<file path="config.mk">
export PLATFORM = sky130hd
export DESIGN_NAME = fpu_mul_result_pack_flat
export DESIGN_NICKNAME = d
export VERILOG_FILES = /design/src/rtl/fpu_mul_result_pack_if.sv /design/src/rtl/fpu_mul_result_pack.sv /design/src/flat_wrapper.sv
export SDC_FILE = /design/constraint.sdc
export NUM_CORES = 1
export LEC_CHECK = 0
export CAP_MARGIN = 25
export CORE_MARGIN = 2
export CORE_UTILIZATION = 50
export DETAILED_ROUTE_END_ITERATION = 12
export PLACE_DENSITY = 0.81
export SLEW_MARGIN = 20
export SYNTH_ARGS = -nofsm -noshare
export SYNTH_HDL_FRONTEND = slang
export SYNTH_SLANG_ARGS = --single-unit
</file>
<file path="constraint.sdc">
create_clock -name i_clk -period 4.15 [get_ports i_clk]
set_input_delay 0.6225 -clock i_clk [delete_from_list [all_inputs] [get_ports i_clk]]
set_output_delay 0.6225 -clock i_clk [all_outputs]
set_load 0.03 [all_outputs]
</file>
<file path="src/rtl/fpu_mul_result_pack_if.sv">
// Handshake and data bundle between the special-case select unit, the result
// packer and the downstream butterfly datapath.
interface fpu_mul_result_pack_if #(
    parameter int unsigned SIZE_EXP = 8,
    parameter int unsigned SIZE_MAN = 24
);
    logic                         i_valid;
    logic                         o_ready;
    logic                         i_sign;
    logic [SIZE_EXP+1:0]          i_exp_sum;
    logic [2*SIZE_MAN-1:0]        i_man_prod;
    logic [1:0]                   i_sel_exp;
    logic [1:0]                   i_sel_man;
    logic                         o_valid;
    logic                         i_ready;
    logic [SIZE_EXP+SIZE_MAN-1:0] o_result;
    logic                         o_overflow;
    logic                         o_underflow;

    modport slave (
        input  i_valid, i_sign, i_exp_sum, i_man_prod, i_sel_exp, i_sel_man, i_ready,
        output o_ready, o_valid, o_result, o_overflow, o_underflow
    );

    modport master (
        output i_valid, i_sign, i_exp_sum, i_man_prod, i_sel_exp, i_sel_man, i_ready,
        input  o_ready, o_valid, o_result, o_overflow, o_underflow
    );
endinterface

</file>
<file path="src/rtl/fpu_mul_result_pack.sv">
// Final FPU multiplier stage: normalise, round-to-nearest-even, range check and
// special-value muxing into a packed IEEE-754 result, over a 2-stage pipeline.
module fpu_mul_result_pack #(
    parameter int unsigned SIZE_EXP = 8,
    parameter int unsigned SIZE_MAN = 24,
    parameter int unsigned BIAS     = 127
) (
    input logic                  i_clk,
    input logic                  i_rst_n,
    fpu_mul_result_pack_if.slave bus
);
    localparam int unsigned W  = SIZE_MAN;
    localparam int unsigned FW = SIZE_MAN - 1;
    localparam int unsigned EW = SIZE_EXP + 2;
    localparam logic signed [EW-1:0] EXP_ALL_ONES = EW'(2 ** SIZE_EXP - 1);

    if (BIAS != 2 ** (SIZE_EXP - 1) - 1) begin : g_bias_check
        $error("BIAS does not match SIZE_EXP");
    end

    logic                 s1_valid_q, s1_valid_d;
    logic [FW-1:0]        s1_frac_q, s1_frac_d;
    logic                 s1_g_q, s1_g_d;
    logic                 s1_s_q, s1_s_d;
    logic signed [EW-1:0] s1_exp_q, s1_exp_d;
    logic                 s1_sign_q, s1_sign_d;
    logic [1:0]           s1_sel_exp_q, s1_sel_exp_d;
    logic [1:0]           s1_sel_man_q, s1_sel_man_d;

    logic                       valid_q, valid_d;
    logic [SIZE_EXP+FW:0]       result_q, result_d;
    logic                       ovf_q, ovf_d;
    logic                       unf_q, unf_d;

    logic                 s2_adv;
    logic                 round_up;
    logic [FW:0]          frac_sum;
    logic signed [EW-1:0] exp_rnd;
    logic [SIZE_EXP-1:0]  exp_out;
    logic [FW-1:0]        frac_out;
    logic                 sign_out;

    assign s2_adv      = ~valid_q | bus.i_ready;
    assign bus.o_ready = ~s1_valid_q | s2_adv;

    always_comb begin
        s1_valid_d   = s1_valid_q;
        s1_frac_d    = s1_frac_q;
        s1_g_d       = s1_g_q;
        s1_s_d       = s1_s_q;
        s1_exp_d     = s1_exp_q;
        s1_sign_d    = s1_sign_q;
        s1_sel_exp_d = s1_sel_exp_q;
        s1_sel_man_d = s1_sel_man_q;
        if (bus.o_ready) begin
            s1_valid_d   = bus.i_valid;
            s1_sign_d    = bus.i_sign;
            s1_sel_exp_d = bus.i_sel_exp;
            s1_sel_man_d = bus.i_sel_man;
            if (bus.i_man_prod[2*W-1]) begin
                s1_frac_d = bus.i_man_prod[2*W-2:W];
                s1_g_d    = bus.i_man_prod[W-1];
                s1_s_d    = |bus.i_man_prod[W-2:0];
                s1_exp_d  = bus.i_exp_sum + EW'(1);
            end else begin
                s1_frac_d = bus.i_man_prod[2*W-3:W-1];
                s1_g_d    = bus.i_man_prod[W-2];
                s1_s_d    = |bus.i_man_prod[W-3:0];
                s1_exp_d  = bus.i_exp_sum;
            end
        end
    end

    always_comb begin
        round_up = s1_g_q & (s1_s_q | s1_frac_q[0]);
        frac_sum = {1'b0, s1_frac_q} + {{FW{1'b0}}, round_up};
        exp_rnd  = s1_exp_q + {{(EW-1){1'b0}}, frac_sum[FW]};
        sign_out = s1_sign_q;
        exp_out  = exp_rnd[SIZE_EXP-1:0];
        frac_out = frac_sum[FW-1:0];
        ovf_d    = 1'b0;
        unf_d    = 1'b0;
        // Range checks only apply to the computed exponent path
        unique case (s1_sel_exp_q)
            2'b00: begin
                if (!exp_rnd[EW-1] && exp_rnd >= EXP_ALL_ONES) begin
                    exp_out  = '1;
                    frac_out = '0;
                    ovf_d    = 1'b1;
                end else if (exp_rnd[EW-1] || exp_rnd == '0) begin
                    exp_out  = '0;
                    frac_out = '0;
                    unf_d    = 1'b1;
                end
            end
            2'b01:   exp_out = '0;
            2'b10:   exp_out = '1;
            default: begin
                exp_out  = '1;
                sign_out = 1'b0;
            end
        endcase
        unique case (s1_sel_man_q)
            2'b00:        ;
            2'b01, 2'b10: frac_out = '0;
            default:      frac_out = {1'b1, {(FW-1){1'b0}}};
        endcase
        valid_d  = valid_q;
        result_d = result_q;
        if (s2_adv) begin
            valid_d  = s1_valid_q;
            result_d = {sign_out, exp_out, frac_out};
        end else begin
            ovf_d = ovf_q;
            unf_d = unf_q;
        end
    end

    always_ff @(posedge i_clk or negedge i_rst_n) begin
        if (!i_rst_n) begin
            s1_valid_q   <= 1'b0;
            s1_frac_q    <= '0;
            s1_g_q       <= 1'b0;
            s1_s_q       <= 1'b0;
            s1_exp_q     <= '0;
            s1_sign_q    <= 1'b0;
            s1_sel_exp_q <= 2'b00;
            s1_sel_man_q <= 2'b00;
            valid_q      <= 1'b0;
            result_q     <= '0;
            ovf_q        <= 1'b0;
            unf_q        <= 1'b0;
        end else begin
            s1_valid_q   <= s1_valid_d;
            s1_frac_q    <= s1_frac_d;
            s1_g_q       <= s1_g_d;
            s1_s_q       <= s1_s_d;
            s1_exp_q     <= s1_exp_d;
            s1_sign_q    <= s1_sign_d;
            s1_sel_exp_q <= s1_sel_exp_d;
            s1_sel_man_q <= s1_sel_man_d;
            valid_q      <= valid_d;
            result_q     <= result_d;
            ovf_q        <= ovf_d;
            unf_q        <= unf_d;
        end
    end

    assign bus.o_valid     = valid_q;
    assign bus.o_result    = result_q;
    assign bus.o_overflow  = ovf_q;
    assign bus.o_underflow = unf_q;
endmodule
</file>
<file path="src/flat_wrapper.sv">
// flat-port wrapper written by rule: the top's interface ports become plain ports
module fpu_mul_result_pack_flat 
#(
    parameter int unsigned SIZE_EXP = 8,
    parameter int unsigned SIZE_MAN = 24,
    parameter int unsigned BIAS     = 127
)
  (i_clk, i_rst_n, bus_i_valid, bus_i_sign, bus_i_exp_sum, bus_i_man_prod, bus_i_sel_exp, bus_i_sel_man, bus_i_ready, bus_o_ready, bus_o_valid, bus_o_result, bus_o_overflow, bus_o_underflow);
  fpu_mul_result_pack_if #(.SIZE_EXP(SIZE_EXP), .SIZE_MAN(SIZE_MAN)) bus_i ();
  input logic i_clk;
  input logic i_rst_n;
  input wire logic [$bits(bus_i.i_valid)-1:0] bus_i_valid;
  input wire logic [$bits(bus_i.i_sign)-1:0] bus_i_sign;
  input wire logic [$bits(bus_i.i_exp_sum)-1:0] bus_i_exp_sum;
  input wire logic [$bits(bus_i.i_man_prod)-1:0] bus_i_man_prod;
  input wire logic [$bits(bus_i.i_sel_exp)-1:0] bus_i_sel_exp;
  input wire logic [$bits(bus_i.i_sel_man)-1:0] bus_i_sel_man;
  input wire logic [$bits(bus_i.i_ready)-1:0] bus_i_ready;
  output wire logic [$bits(bus_i.o_ready)-1:0] bus_o_ready;
  output wire logic [$bits(bus_i.o_valid)-1:0] bus_o_valid;
  output wire logic [$bits(bus_i.o_result)-1:0] bus_o_result;
  output wire logic [$bits(bus_i.o_overflow)-1:0] bus_o_overflow;
  output wire logic [$bits(bus_i.o_underflow)-1:0] bus_o_underflow;
  assign bus_i.i_valid = bus_i_valid;
  assign bus_i.i_sign = bus_i_sign;
  assign bus_i.i_exp_sum = bus_i_exp_sum;
  assign bus_i.i_man_prod = bus_i_man_prod;
  assign bus_i.i_sel_exp = bus_i_sel_exp;
  assign bus_i.i_sel_man = bus_i_sel_man;
  assign bus_i.i_ready = bus_i_ready;
  assign bus_o_ready = bus_i.o_ready;
  assign bus_o_valid = bus_i.o_valid;
  assign bus_o_result = bus_i.o_result;
  assign bus_o_overflow = bus_i.o_overflow;
  assign bus_o_underflow = bus_i.o_underflow;
  fpu_mul_result_pack #(.SIZE_EXP(SIZE_EXP), .SIZE_MAN(SIZE_MAN), .BIAS(BIAS)) u_core (.i_clk(i_clk), .i_rst_n(i_rst_n), .bus(bus_i));
endmodule
</file>
==> results of run 1 <==
==> critical path, cell delays in order (launching register included) <==
cell and delay (ps):
dfrtp_1 370, o21a_1 120, ha_1 220, and4_1 310
nand4_1 120, nor2_1 170, and3_1 180, ha_1 210
ha_1 280, nand2_1 140, nor4_2 270, nor3_2 110
o41ai_4 430, o21ai_4 240, a32o_1 320
==> flip-flops by register name (all words and copies together) (netlist names) <==
register / count
u_core.bus.o_result: 32
u_core.s1_frac_q: 23
u_core.s1_exp_q: 10
u_core.s1_sel_exp_q: 2
u_core.s1_sel_man_q: 2
u_core.bus.o_overflow: 1
u_core.bus.o_underflow: 1
u_core.bus.o_valid: 1
u_core.s1_g_q: 1
u_core.s1_s_q: 1
u_core.s1_sign_q: 1
u_core.s1_valid_q: 1
==> synth_stat cells (all sizes together) (2+ instances only) <==
cell type	instances	area share [%]
ha	7	2.1
nor4	5	0.92
and2	3	0.46
xor2	16	3.4
and4	4	0.86
nand2	28	2.6
o21a	3	0.55
a32o	23	5.6
inv	3	0.28
dfrtp	76	47
nor2b	4	0.61
a21oi	41	5.0
o22a	3	0.64
clkbuf	13	1.2
o41ai	2	1.3
nand2b	4	0.61
o31ai	2	0.37
mux2	3	0.83
mux2i	25	6.1
nor3	6	0.86
xnor2	21	4.5
nor2	54	5.0
buf	12	1.7
nand4	7	1.4
nand3	14	2.0
o21ai	7	0.95
and3	10	1.5
==> through the flow <==
step / power, mW / hold WS, ps / cell area [um^2] / setup WS (ps) / util, %
6_report: 2.18 / 247 / 5420 / 524 / 69.5
2_1_floorplan: 1.24 / 327 / 4080 / 960 / -
5_1_grt: 2.29 / 273 / 5420 / 254 / 69.5
4_1_cts: 2.19 / 453 / 5400 / 268 / 69.1
3_5_place_dp: 1.46 / 456 / 5130 / 274 / 65.7
3_3_place_gp: 1.45 / 448 / 5130 / 447 / 65.7
==> layer usage <==
metal  up-vias  part of all wire, %
li1       1639                    -
met1      1581                   45
met2       105                   49
met3         8                  4.9
met4         0                 0.98
met5         -                    0
==> layout make-up <==
class	count	area, um^2	share of cell area (%)
tap	102	128	2.35
clock buffer	10	128	2.35
multi-input combinational	300	2060	38.0
sequential	76	1900	35.1
inverter	3	11.3	0.208
timing repair buffer	106	1060	19.5
clock inverter	6	136	2.52
==> how the worst max path moves through the flow <==
stage | start | end
after global placement | u_core.s1_frac_q[0] | u_core.bus.o_result[1]
after global routing | u_core.s1_frac_q[0] | u_core.bus.o_result[0]
after CTS | u_core.s1_frac_q[0] | u_core.bus.o_result[1]
after floorplan | u_core.s1_frac_q[0] | u_core.bus.o_result[20]
final | u_core.s1_frac_q[0] | u_core.bus.o_result[1]
after detailed placement | u_core.s1_frac_q[0] | u_core.bus.o_result[1]
==> power by group <==
part	switching [mW]	total (mW)	internal, mW
Clock	0.269	0.730	0.461
Combinational	0.281	0.534	0.253
Sequential	0.0888	0.919	0.831
Total	0.639	2.18	1.54
==> logic make-up (layout without fill, tap and decap cells) <==
group                      count (synthesis)  after routing  share of synthesized area [%]
xor gates and xnor gates                  37             37                           7.94
adders and majority gates                  7              7                           2.15
and+or+nand+nor                          142            142                           17.6
AOI/OAI and AO/OA                         86             86                           15.5
muxes                                     28             28                           6.96
buffers and inverters                     28            125                           3.22
DFF                                       76             76                           46.6
==> qor.txt, run 1 <==
Core Area -> 0.00781 mm^2
R2R setup slack -> 520 ps
clock period minus worst slack -> 3630 ps
met1 Track Usage GR -> 27.6%
#FFs+latches synth -> 76
Post-DP HPWL -> 6.54 mm
Post-Synthesis Cells -> 404
HP Class -> input pin to asynchronous set/reset pin
Crit Reg-Reg Endpoint -> u_core.bus.o_result[1]
Chip Width -> 94.4 um
final net count -> 570
vias in the first global route -> 3,112
setup TNS -> 0 ps
ys flop type -> dfrtp_1
actual slew at the worst max-slew pin -> 836 ps
most common cell after layout, fill and taps aside -> clkdlybuf4s50_1
layout cell share with drive strength beyond 1 -> 6.79%
port buffer count -> 102
syn_area_per_cell -> 10.1 um^2
post-route ant nets -> 0
Cells after DPL -> 586
Total Routing Usage GR -> 21.1%
fmax -> 276 MHz
wire length of the first global-routing pass -> 14.7 mm
worst-path maximum fanout -> 23
Clock Path Buffers -> 2
number of synthesized flops with an enable pin -> 0
fill count -> 623
WP data required -> 4380 ps
Starting Density -> 52.3%
status -> finished clean
Final Slew Violations -> 0
Area Growth Syn to Fin -> 32.8%
pin count of the biggest net entering global routing -> 79
Synth async-reset ratio -> 100%
final critical-path share of the clock period -> 87.4%
CTS tree -> done
cts repair resizes -> 0
final std cells w/o fill -> 603
RSZ-0062 raised after global routing -> no
leak pwr -> 2.23 nW
number of post-CTS setup repair buffers -> 0
die span in y -> 94.4 um
IO Count -> 103
# setup viols final -> 0
Post-CTS Hold Buffers -> 0
Max Cap Violations -> 0
Worst-Skew Late Latency -> 350 ps
GR Overflow Total -> 0
Synth Cell Area -> 0.00408 mm^2
clk slew on worst S/H paths -> 70 ps
DR pass1 iterations -> 4
Slew HR -> 44.3%
unique cell type count in the Yosys netlist -> 44
post-synthesis sequential area ratio -> 46.6%
First DRT Iteration DRCs -> 140
Root Buffer -> clkbuf_8
grt peak-use layer -> met2
most frequent cells in the layout -> clkdlybuf4s50_1, dfrtp_1, nor2_1
met2 GRT Util -> 36.3%
WL per Instance -> 15.1 um
Final Skew -> 9.60 ps
Pwr Density -> 403 mW/mm^2
critical path class -> flip-flop to flip-flop
WL final -> 9.10 mm
antenna violations before repair -> 0
worst IR drop on VDD -> 0.000241 V
area of the die -> 0.00890 mm^2
Post-Syn Nets -> 478
met3 GRT Util -> 3.35%
Inserted Clock Buffers -> 9
Synth Warn # -> 0
n_diodes -> 0
H-tree depth -> 3
R2R depth -> 14
CP arrival -> 3860 ps
Worst setup EP type -> flip-flop
GPL Wtd Cong -> 0.870
endpoints failing hold -> 0
DRC viols -> 0
reg2reg start -> u_core.s1_frac_q[0]
via/cell ratio -> 5.53
CP Launch Type -> flip-flop
via count -> 3,333
row cnt -> 32
clk sink count -> 76
Power figures use the tool's default switching activity.
==> inputs of run 2 (changes only) <==
CELL_PAD_IN_SITES_DETAIL_PLACEMENT = 0   (was default)
CELL_PAD_IN_SITES_GLOBAL_PLACEMENT = 1   (was default)
CORE_UTILIZATION = 40   (was 50)
PLACE_DENSITY = default   (was 0.81)
PLACE_DENSITY_LB_ADDON = 0.1   (was default)
clock period = 4.3 ns   (was 4.15 ns; I/O delays follow)
==> run 2 against run 1 <==
Against the previous run: non-clock buffer count unchanged; worst setup slack lost 110 ps; routed wire length increased by 1.6%; clock power down 25%; combinational power fell by 4.5%; die area up 24%; clock skew fell by 1.4 ps; highest routed layer unchanged.
==> qor.txt, run 2 (synthesis results as in run 1) <==
status -> finished clean
CP arrival -> 4160 ps
final critical-path share of the clock period -> 90.4%
GR Overflow Total -> 0
layout cell share with drive strength beyond 1 -> 6.99%
pin count of the biggest net entering global routing -> 79
First DRT Iteration DRCs -> 107
clk slew on worst S/H paths -> 80 ps
setup TNS -> 0 ps
worst IR drop on VDD -> 0.000167 V
Worst-Skew Late Latency -> 340 ps
Post-DP HPWL -> 6.61 mm
clock period minus worst slack -> 3890 ps
cts repair resizes -> 0
most frequent cells in the layout -> clkdlybuf4s50_1, dfrtp_1, nor2_1
Area Growth Syn to Fin -> 32.1%
IO Count -> 103
Core Area -> 0.00982 mm^2
port buffer count -> 102
critical path, cell by cell -> o21a_1 > ha_1 > and4_1 > nand4_1 > nor2_1 > and3_1 > ha_1 > ha_1 > nand2_1 > nor4b_2 > nor3_2 > o41ai_4 > o21ai_2 > a32o_1
via count -> 3,312
area of the die -> 0.0110 mm^2
Max Cap Violations -> 0
family with the most delay on the worst path -> simple AND/OR/NAND/NOR gates
number of post-CTS setup repair buffers -> 0
most common cell after layout, fill and taps aside -> clkdlybuf4s50_1
antenna violations before repair -> 0
actual slew at the worst max-slew pin -> 1000 ps
Final Skew -> 8.19 ps
CP Launch Type -> flip-flop
Root Buffer -> clkbuf_8
HP Class -> input pin to asynchronous set/reset pin
GPL Wtd Cong -> 0.826
row cnt -> 36
n_diodes -> 0
worst-path cell with the longest stage delay -> o21ai_2
DRC viols -> 0
WL per Instance -> 14.6 um
WP buf/inv -> 0
H-tree depth -> 3
Total Routing Usage GR -> 17.3%
Clock Path Buffers -> 2
Inserted Clock Buffers -> 9
Slew HR -> 33.3%
post-route ant nets -> 0
critical path class -> flip-flop to flip-flop
# setup viols final -> 0
slowest cell delay on critical path -> 790 ps
leak pwr -> 2.20 nW
Chip Width -> 105 um
Worst setup EP type -> flip-flop
WL final -> 9.25 mm
DR pass1 iterations -> 4
WP data required -> 4580 ps
vias in the first global route -> 3,243
fmax -> 257 MHz
via/cell ratio -> 5.22
die span in y -> 105 um
Starting Density -> 41.6%
clk sink count -> 76
RSZ-0062 raised after global routing -> no
wire length of the first global-routing pass -> 15.4 mm
worst-path maximum fanout -> 23
endpoints failing hold -> 0
Pwr Density -> 361 mW/mm^2
CP most frequent cell -> ha_1
Post-CTS Hold Buffers -> 0
Final Slew Violations -> 0
max reg flops -> 32
CTS tree -> done
final net count -> 570
Total Power -> 1.95 mW
-- run 2: through the flow --
stage	util, %	worst slack, ps	cells	hold WS (ps)	cell area [um^2]
after global placement	52.7	516	617	448	5170
after CTS	54.7	375	633	473	5370
after floorplan	-	1110	404	349	4080
after global routing	54.9	23.0	634	281	5390
after detailed placement	52.7	394	617	466	5170
final	54.9	414	634	264	5390
-- run 2: area by class of cell --
class / count / area, um^2
multi-input cells: 300 / 2050
clock inverters: 6 / 63.8
repair buffers: 106 / 1060
flip-flops and latches: 76 / 1900
well taps: 133 / 166
inverters: 3 / 11.3
fillers: 975 / 4430
clock buffers: 10 / 138
-- run 2: where the power goes --
group	internal [mW]	total (mW)	switching, mW
combinational	0.243	0.510	0.267
sequential	0.801	0.887	0.0861
clock	0.283	0.548	0.265
total	1.33	1.95	0.618
-- run 2: final timing paths --
| kind | from | end | slack [ps] | cells after the start |
|---|---|---|---|---|
| worst max-delay path | u_core.s1_frac_q[0] | u_core.bus.o_result[3] | 410 | 14 |
| worst min-delay path | i_rst_n | u_core.bus.o_result[26] | 260 | 1 |
| worst max register to register | u_core.s1_frac_q[0] | u_core.bus.o_result[3] | 410 | 14 |
| worst min register to register | u_core.s1_valid_q | u_core.bus.o_valid | 480 | 1 |
| max in group asynchronous | i_rst_n | u_core.s1_frac_q[2] | 3450 | 2 |
| min in group i_clk | u_core.s1_valid_q | u_core.bus.o_valid | 480 | 1 |
-- run 2: routing by layer --
layer  vias to the layer above  GRT usage (%)  part of all wire (%)
li1                       1639              -                     -
met1                      1572           23.8                    48
met2                        94           27.0                    46
met3                         7           3.62                   5.7
met4                         0           6.19                   1.1
met5                         -              0                     0
